## src/rtl/act_requant_array_pkg.sv

```systemverilog
// Shared definitions for the activation + requantisation array.
//   state_e      : FSM encoding (idle / running beats / result held)
//   ActRelu/Ident: cfg_mode encodings
//   beat_width() : width of a beat counter that never collapses to zero bits
package act_requant_array_pkg;

  typedef enum logic [1:0] {
    StIdle = 2'd0,
    StRun  = 2'd1,
    StDone = 2'd2
  } state_e;

  localparam logic ActRelu  = 1'b0;
  localparam logic ActIdent = 1'b1;

  function automatic int unsigned beat_width(input int unsigned beats);
    return (beats > 1) ? $clog2(beats) : 1;
  endfunction

endpackage

```

## src/rtl/act_requant_array_lane.sv

```systemverilog
// One neuron of the requantisation datapath, purely combinational.
//   z     : signed IN_W-bit accumulator
//   mode  : ActRelu clamps negatives to zero, ActIdent passes through
//   rnd   : add half an LSB of the result before shifting
//   shift : right-shift amount, clamped to IN_W-1
//   y     : signed OUT_W-bit result
//   sat   : result was clamped to the output range
module act_requant_array_lane
  import act_requant_array_pkg::*;
#(
  parameter int unsigned IN_W  = 20,
  parameter int unsigned OUT_W = 8,
  parameter int unsigned SHW   = 5
) (
  input  logic [IN_W-1:0]  z,
  input  logic             mode,
  input  logic             rnd,
  input  logic [SHW-1:0]   shift,
  output logic [OUT_W-1:0] y,
  output logic             sat
);

  // One guard bit so the rounding add cannot overflow.
  localparam int unsigned XW = IN_W + 1;
  localparam logic [SHW-1:0] ShMax = SHW'(IN_W - 1);
  localparam logic signed [XW-1:0] OutMax = XW'((2 ** (OUT_W - 1)) - 1);
  localparam logic signed [XW-1:0] OutMin = ~OutMax;

  logic [SHW-1:0]        sh;
  logic signed [XW-1:0]  x;
  logic signed [XW-1:0]  r;
  logic signed [XW-1:0]  q;
  logic signed [XW-1:0]  lo;

  always_comb begin
    sh = (shift > ShMax) ? ShMax : shift;
    x  = (mode == ActRelu && z[IN_W-1]) ? '0 : {z[IN_W-1], z};
    r  = x;
    if (rnd && sh != '0) begin
      r = x + (XW'(1) << (sh - 1'b1));
    end
    q  = r >>> sh;
    // ReLU output is never negative, so its lower bound is zero; the ReLU
    // clamp itself produces zero without touching sat.
    lo = (mode == ActRelu) ? '0 : OutMin;

    y   = q[OUT_W-1:0];
    sat = 1'b0;
    if (q > OutMax) begin
      y   = OutMax[OUT_W-1:0];
      sat = 1'b1;
    end else if (q < lo) begin
      y   = lo[OUT_W-1:0];
      sat = 1'b1;
    end
  end

endmodule

```

## src/rtl/act_requant_array.sv

```systemverilog
// Activation + requantisation stage between the accumulator bank and the next
// layer's input buffer. Accepts a packed vector of N_NEURONS signed
// accumulators, processes LANES neurons per cycle over BEATS=N_NEURONS/LANES
// cycles, and presents a packed OUT_W-bit vector with a saturation flag.
//   clk, rst_n         : clock, synchronous active-low reset
//   in_valid/in_ready  : input handshake (ready only when idle)
//   z_in_packed        : neuron j at [j*IN_W +: IN_W]
//   cfg_mode/round/shift : per-vector configuration, captured at accept
//   out_valid/out_ready: output handshake (valid only in DONE)
//   a_out_packed       : neuron j at [j*OUT_W +: OUT_W]
//   out_sat            : any neuron of the vector saturated
//   busy               : not idle
module act_requant_array
  import act_requant_array_pkg::*;
#(
  parameter int unsigned N_NEURONS = 32,
  parameter int unsigned LANES     = 8,
  parameter int unsigned IN_W      = 20,
  parameter int unsigned OUT_W     = 8,
  parameter int unsigned SHW       = 5
) (
  input  logic                       clk,
  input  logic                       rst_n,
  input  logic                       in_valid,
  output logic                       in_ready,
  input  logic [N_NEURONS*IN_W-1:0]  z_in_packed,
  input  logic                       cfg_mode,
  input  logic                       cfg_round,
  input  logic [SHW-1:0]             cfg_shift,
  output logic                       out_valid,
  input  logic                       out_ready,
  output logic [N_NEURONS*OUT_W-1:0] a_out_packed,
  output logic                       out_sat,
  output logic                       busy
);

  localparam int unsigned BEATS    = N_NEURONS / LANES;
  localparam int unsigned BeatW    = beat_width(BEATS);
  localparam int unsigned SliceIn  = LANES * IN_W;
  localparam int unsigned SliceOut = LANES * OUT_W;
  localparam logic [BeatW-1:0] LastBeat = BeatW'(BEATS - 1);

  if (N_NEURONS % LANES != 0) begin : g_bad_lanes
    $error("act_requant_array: N_NEURONS must be a multiple of LANES");
  end

  state_e                     state_q, state_d;
  logic [BeatW-1:0]           beat_q, beat_d;
  logic [N_NEURONS*IN_W-1:0]  z_q;
  logic                       mode_q;
  logic                       round_q;
  logic [SHW-1:0]             shift_q;
  logic [N_NEURONS*OUT_W-1:0] out_q, out_d;
  logic                       sat_q, sat_d;

  logic                       accept;
  logic                       last_beat;
  logic [SliceIn-1:0]         slice_z;
  logic [SliceOut-1:0]        lane_y;
  logic [LANES-1:0]           lane_sat;

  assign accept    = in_valid && in_ready;
  assign last_beat = (beat_q == LastBeat);
  assign slice_z   = z_q[beat_q * SliceIn +: SliceIn];

  for (genvar i = 0; i < LANES; i++) begin : g_lane
    act_requant_array_lane #(
      .IN_W  (IN_W),
      .OUT_W (OUT_W),
      .SHW   (SHW)
    ) u_lane (
      .z     (slice_z[i*IN_W +: IN_W]),
      .mode  (mode_q),
      .rnd   (round_q),
      .shift (shift_q),
      .y     (lane_y[i*OUT_W +: OUT_W]),
      .sat   (lane_sat[i])
    );
  end

  // FSM: state register
  always_ff @(posedge clk) begin
    if (!rst_n) begin
      state_q <= StIdle;
    end else begin
      state_q <= state_d;
    end
  end

  // FSM: next state
  always_comb begin
    state_d = state_q;
    unique case (state_q)
      StIdle:  if (in_valid)  state_d = StRun;
      StRun:   if (last_beat) state_d = StDone;
      StDone:  if (out_ready) state_d = StIdle;
      default: state_d = StIdle;
    endcase
  end

  // FSM: outputs
  always_comb begin
    in_ready  = (state_q == StIdle);
    out_valid = (state_q == StDone);
    busy      = (state_q != StIdle);
  end

  // Datapath next state: each RUN beat fills one LANES-wide slice of the result.
  always_comb begin
    beat_d = beat_q;
    out_d  = out_q;
    sat_d  = sat_q;
    if (accept) begin
      beat_d = '0;
      sat_d  = 1'b0;
    end else if (state_q == StRun) begin
      out_d[beat_q * SliceOut +: SliceOut] = lane_y;
      sat_d = sat_q | (|lane_sat);
      if (!last_beat) begin
        beat_d = beat_q + 1'b1;
      end
    end
  end

  always_ff @(posedge clk) begin
    if (!rst_n) begin
      beat_q  <= '0;
      out_q   <= '0;
      sat_q   <= 1'b0;
      z_q     <= '0;
      mode_q  <= ActRelu;
      round_q <= 1'b0;
      shift_q <= '0;
    end else begin
      beat_q <= beat_d;
      out_q  <= out_d;
      sat_q  <= sat_d;
      if (accept) begin
        z_q     <= z_in_packed;
        mode_q  <= cfg_mode;
        round_q <= cfg_round;
        shift_q <= cfg_shift;
      end
    end
  end

  assign a_out_packed = out_q;
  assign out_sat      = sat_q;

endmodule

```

## config.mk

```make
export PLATFORM = sky130hd
export DESIGN_NAME = act_requant_array
export DESIGN_NICKNAME = d
export VERILOG_FILES = /design/src/rtl/act_requant_array_pkg.sv /design/src/rtl/act_requant_array_lane.sv /design/src/rtl/act_requant_array.sv
export SDC_FILE = /design/constraint.sdc
export NUM_CORES = 2
export LEC_CHECK = 0
export ABC_AREA = 1
export BUFFER_PORTS_ARGS = -buffer_cell sky130_fd_sc_hd__buf_2
export CORE_AREA = 2 2 355 357
export CTS_CLUSTER_DIAMETER = 30
export DETAILED_ROUTE_END_ITERATION = 8
export DIE_AREA = 0 0 357 359
export PLACE_DENSITY = 0.75
export SYNTH_ARGS = -nofsm -noshare
export SYNTH_HDL_FRONTEND = slang
export SYNTH_SLANG_ARGS = --single-unit
```

## constraint.sdc

```tcl
create_clock -name clk -period 8.3 [get_ports clk]
set_input_delay 1.66 -clock clk [delete_from_list [all_inputs] [get_ports clk]]
set_output_delay 1.66 -clock clk [all_outputs]
set_load 0.05 [all_outputs]
```

* Word-level counts from Yosys, hierarchy flattened
Cells that the tools add are included.
** Storage, ports and cells
- Flip-flop bits (word level) :: 908
- Bits of input ports :: 651
- Output and inout port bits :: 260
- Word-level logic and storage cells :: 133
** Cells by class
- Add/subtract/negate cells :: 11
- Multipliers :: 1
- Order comparisons :: 17
- Equality and inequality tests :: 6
- Shifts and indexed selects :: 12
- Muxes and demuxes :: 55
- Bitwise logic cells :: 5
- Reductions and logical operators :: 18
** Operators with widths (number)
- $shiftx 640x11->160 :: 1
- $mux 21 :: 17
- $bwmux 256 :: 1
- $shift 64x34->256 const A :: 1
- $shiftx 64x34->256 :: 1
- $add 21x21->21 :: 8
- $gt 21x8->1 const B :: 8
- $lt 21x21->1 :: 8
- $sshr 21x5->21 :: 8
- $mux 8 :: 16
- $neg 8->34 :: 1
- $shl 1x5->21 const A :: 1
- $mux 1 :: 16
- $logic_and 1x1->1 :: 10
- $reduce_or 8->1 :: 1
- $mux 2 :: 3
- $pmux 2 s3 :: 1
- $gt 5x5->1 const B :: 1
- $mul 2x3->5 const B :: 1
- $mux 5 :: 1
- $reduce_bool 5->1 :: 1
- $sub 5x1->5 const B :: 1
- $eq 2x2->1 const B :: 2
- $ne 2x2->1 const B :: 2
- 10 further kinds :: 14

* Longest topological paths before layout
- Depth after elaboration :: 12
- Gate-level depth with buffers :: 51
- Depth with buffers taken out :: 45

* Modules after synthesis
A second synthesis with hierarchy kept.
** Unflattened totals
- Cell total of the unflattened synthesis :: 10681
- Area, all modules :: 63782.4 um^2
** By module, submodules not included
- act_requant_array :: times used 1, cells an instance 5018, area an instance 35998.3 um^2, sequential area each 18177.4 um^2
- act_requant_array_lane (g_lane[0].u_lane ...) :: times used 3, cells an instance 713, area an instance 3507.1 um^2, sequential area each 0.0 um^2
- act_requant_array_lane (g_lane[4].u_lane ...) :: times used 3, cells an instance 701, area an instance 3405.8 um^2, sequential area each 0.0 um^2
- act_requant_array_lane (g_lane[7].u_lane) :: times used 1, cells an instance 716, area an instance 3631.0 um^2, sequential area each 0.0 um^2
- act_requant_array_lane (g_lane[3].u_lane) :: times used 1, cells an instance 705, area an instance 3414.5 um^2, sequential area each 0.0 um^2

* Worst setup path before layout
Ideal clock, no wire load.
- Kind :: reg-to-reg
- Start point :: register shift_q[4]
- End point :: register out_q[103], in the netlist a_out_packed[103]
- Setup time :: 0.070 ns
- Arrival time :: 6.267 ns
- Required time :: 8.230 ns
- Slack :: 1.962 ns
- Cell stages (with the launch flop) :: 39
- Path buffers :: 7
- Period minus slack after synthesis :: 6.338 ns
- Cells stage by stage :: dfxtp_1 > buf_2 > nor2_2 > buf_4 > inv_2 > buf_1 > buf_1 > clkbuf_1 > clkbuf_1 > clkbuf_1 > nand4_1 > nor2_1 > ha_1 > nand4_1 > nand2_1 > o21bai_2 > nand2_1 > nand2_1 > (+3 left out) > nand2_1 > nand3_1 > nand3_1 > nand3_1 > nand3_1 > nand2_1 > inv_1 > ha_1 > a21oi_1 > nand3b_1 > a21oi_1 > a2111oi_0 > nand3_2 > nand2_4 > nor2_2 > nor2_2 > nand4_1 > a21oi_1
** On the way
- Word-level cells in the longest chain between the ends :: 12
- Elaborated cells between the ends (all ways) :: 64
- Classes of those cells :: 9 x add/sub; 17 x order compare; 10 x shift; 26 x mux; 2 x reduce/logical
** Ends and longest elaborated chain
- start: declaration :: line act_requant_array.sv:52 : logic [SHW-1:0] shift_q;
- start signal: assignment :: line act_requant_array.sv:142 : shift_q <= cfg_shift;
- $gt 5x5->1 :: line act_requant_array_lane.sv:36 : sh = (shift > ShMax) ? ShMax : shift;
- $mux 5 * :: line act_requant_array_lane.sv:36
- $sub 5x1->5 :: line act_requant_array_lane.sv:40 : r = x + (XW'(1) << (sh - 1'b1));
- $shl 1x5->21 :: line act_requant_array_lane.sv:40
- $add 21x21->21 :: line act_requant_array_lane.sv:40
- $mux 21 :: line act_requant_array_lane.sv:39 : if (rnd && sh != '0) begin
- $sshr 21x5->21 :: line act_requant_array_lane.sv:42 : q = r >>> sh;
- $lt 21x21->1 :: line act_requant_array_lane.sv:52 : end else if (q < lo) begin
- $mux 8 :: line act_requant_array_lane.sv:52
- $mux 8 :: line act_requant_array_lane.sv:49 : if (q > OutMax) begin
- $shiftx 64x34->256 * :: line act_requant_array.sv:117 : out_d[beat_q * SliceOut +: SliceOut] = lane_y;
- $bwmux 256 * :: line act_requant_array.sv:117
- end signal: assignment :: line act_requant_array.sv:136 : out_q <= out_d;
- end: declaration :: line act_requant_array.sv:53 : logic [N_NEURONS*OUT_W-1:0] out_q, out_d;
Every way passes the cells marked *; elsewhere a longest branch is shown, timed or not.
A chain may end at the register's enable or synchronous reset.

* Final worst setup path
- Start point :: register shift_q[2]
- End point :: register out_q[211], in the netlist a_out_packed[211]
The elaborated chain is that of the path after synthesis.

==> flow_summary.json <==
{
  "status": "finished, final reports clean",
  "fill_cells": 12100,
  "p_leak_nw": 35.5,
  "totalWireLength_mm": 294,
  "grt_pass1_wl_mm": 427,
  "crit_path_start_kind": "flip-flop",
  "arrival_ns": 8.01,
  "clockBufferDepth": 3,
  "syn_inst": 10000,
  "vias": 74300,
  "post_cts_buffers": 0,
  "ys_seq_area_share_pct": 29.7,
  "synth.largest_area_cell": "dfxtp_1",
  "initial_core_util_pct": 49.1,
  "drive_gt1_share_pct": 14.9,
  "post_drt_via_cell_ratio": 5.95,
  "fp.dieH_um": 359,
  "die_area_mm2": 0.128,
  "drv_cap": 0,
  "max_stage_delay_ns": 0.52,
  "ios": 911,
  "peakVddDrop_v": 0.000237,
  "gr-total-overflow": 0,
  "synth_edf_count": 0,
  "critPathMaxFanout": 9,
  "tns_ns": 0,
  "antenna_found_initial": 39,
  "critPathSlowestCell": "ha_1",
  "min_period_ns": 7.25,
  "powerDensity_mw_per_mm2": 245,
  "core_area_mm2": 0.125,
  "min_period_over_period_pct": 87.4,
  "cts_made_buffers": 185,
  "wl_per_cell_um": 23.5,
  "drtAntennaViolNets": 0,
  "htree_levels": 4,
  "synth_cell_types": 73,
  "area_growth_pct": 19.8,
  "drc": 0,
  "synth-async-reset-ratio_pct": 0,
  "netlist_top_cells_count": "nand2_1, nor2_1, nand3_1",
  "clock_sinks": 908,
  "die_w_um": 357,
  "grt_pass1_vias": 67900,
  "timing.fmax_mhz": 138,
  "setup_violations": 0,
  "timing.final.ws_setup_ns": 1.05,
  "synth_area_leaders": "dfxtp_1, nand2_1, nor2_1",
  "num_rows": 130,
  "synth_top_area_share_pct": 29.7,
  "path_common_cell": "nand2_1",
  "slew_headroom_pct": 6.29,
  "first_pass_iters": 8,
  "yosysMostFrequentCell": "nand2_1",
  "dp_slack_ns": 1.19,
  "cts_tree": "done",
  "crit_type": "reg2reg",
  "required_ns": 9.06,
  "tightest_slew_ns": 1.39,
  "drtIter0Drc": 10300,
  "grt_usage_pct": 44.0,
  "cts_resized": 0,
  "worstHoldPathType": "reg2reg",
  "finClkSkew_ns": 0.0708,
  "path_clk_slew_ns": 0.05,
  "syn_area_per_cell_um2": 6.08,
  "synth_ff_type": "dfxtp_1",
  "slew_viol_final": 0,
  "cts_root_buf": "clkbuf_16",
  "port_buffers": 910,
  "cp-end-kind": "flip-flop",
  "dp.final_hpwl_mm": 220,
  "hold_buffers": 0,
  "ys_warn_count": 0,
  "grt_start_max_net_pins": 244,
  "rsz0062_at_grt": "no",
  "place_congestion": 1.04,
  "ys_seq_elements": 908,
  "insertion_delay_ns": 0.84,
  "hold_viol": 0,
  "nets": 11500,
  "syn_area_mm2": 0.0611
}
==> logic make-up (layout without fill, tap and decap cells) <==
logic type | Yosys count | after routing | synth area share, %
flip-flops | 908 | 908 | 29.7
AND/OR/NAND/NOR | 5619 | 5619 | 38.7
buffers and inverters | 1227 | 1976 | 7.89
XOR/XNOR | 44 | 44 | 0.631
other | 1 | 43 | 0.00614
multiplexers | 10 | 10 | 0.164
AO/OA/AOI/OAI | 1993 | 1993 | 17.8
adder cells (fa/ha/maj) | 242 | 242 | 5.00
==> layout by cell type, fill, tap and decap left out, drive strengths merged, types with 16 or more instances in the layout <==
cell      instances
nand2          2573
nor2           1763
buf            1025
nand3          1003
o21ai           972
dfxtp           908
a21oi           747
inv             611
clkbuf          240
ha              238
nand4           176
a22oi            88
clkinv           59
nor3             53
o211ai           36
diode            35
xor2             28
bufinv           23
nand3b           21
a31oi            21
clkinvlp         18
o22ai            16
xnor2            16
==> cell type report <==
cell class / instances / area [µm²] / share of cell area [%]
diodes: 35 / 87.6 / 0.120
flip-flops and latches: 908 / 18200 / 24.8
clock inverters: 104 / 1460 / 2.00
clock buffers: 240 / 5230 / 7.14
repair buffers: 1025 / 5590 / 7.64
multi-input cells: 7916 / 38300 / 52.3
inverters: 607 / 2320 / 3.17
well taps: 1650 / 2060 / 2.82
==> per-layer routing <==
layer	vias to the layer above	share of wire, %	track usage, %	routed length (µm)
met5	-	0.031	0	92
met4	14	7.8	29.8	22900
met3	814	11	10.8	31000
met2	4234	42	64.7	124000
met1	34800	39	56.5	116000
li1	34500	-	-	-
==> flip-flops by register name, indices dropped and copies added (netlist names) <==
name,count
a_out_packed,256
beat_q,2
mode_q,1
out_sat,1
round_q,1
shift_q,5
state_q,2
z_q,640
==> per-stage QoR <==
| stage | util, % | instance area (µm²) | std cells | power, mW | hold slack (ns) |
|---|---|---|---|---|---|
| after global routing | 58.7 | 73200 | 12500 | 18.6 | 0.471 |
| after global placement | 53.3 | 66400 | 12100 | 9.96 | 0.442 |
| after floorplan | - | 61100 | 10100 | 8.21 | 0.429 |
| after CTS | 58.7 | 73100 | 12500 | 17.8 | 0.457 |
| final | 58.8 | 73200 | 12500 | 17.9 | 0.457 |
| after detailed placement | 53.3 | 66400 | 12100 | 10.0 | 0.450 |
==> worst max-delay path: cells and delay by family (launching register included) <==
| kind | cells | cell delay (ns) |
|---|---|---|
| AND/OR/NAND/NOR | 32 | 4.00 |
| flip-flops | 1 | 0.42 |
| buffers and inverters | 5 | 0.64 |
| AO/OA/AOI/OAI | 5 | 0.93 |
| adder cells (fa/ha/maj) | 3 | 1.20 |
==> where the power goes <==
part	internal (mW)	switching [mW]	total, mW	leakage, nW
clock	5.17	2.63	7.80	3.23
combinational	1.49	3.79	5.28	24.8
sequential	4.68	0.184	4.86	7.48
total	11.3	6.60	17.9	35.5
==> final timing paths <==
path         startpoint                end  slack, ns  depth (start not counted)
max reg2reg  shift_q[2]  a_out_packed[211]       1.05                         45
min reg2reg     z_q[21]            z_q[21]       0.46                          2
min             z_q[21]            z_q[21]       0.46                          2
max          shift_q[2]  a_out_packed[211]       1.05                         45
(Power assumes the default switching activity.)
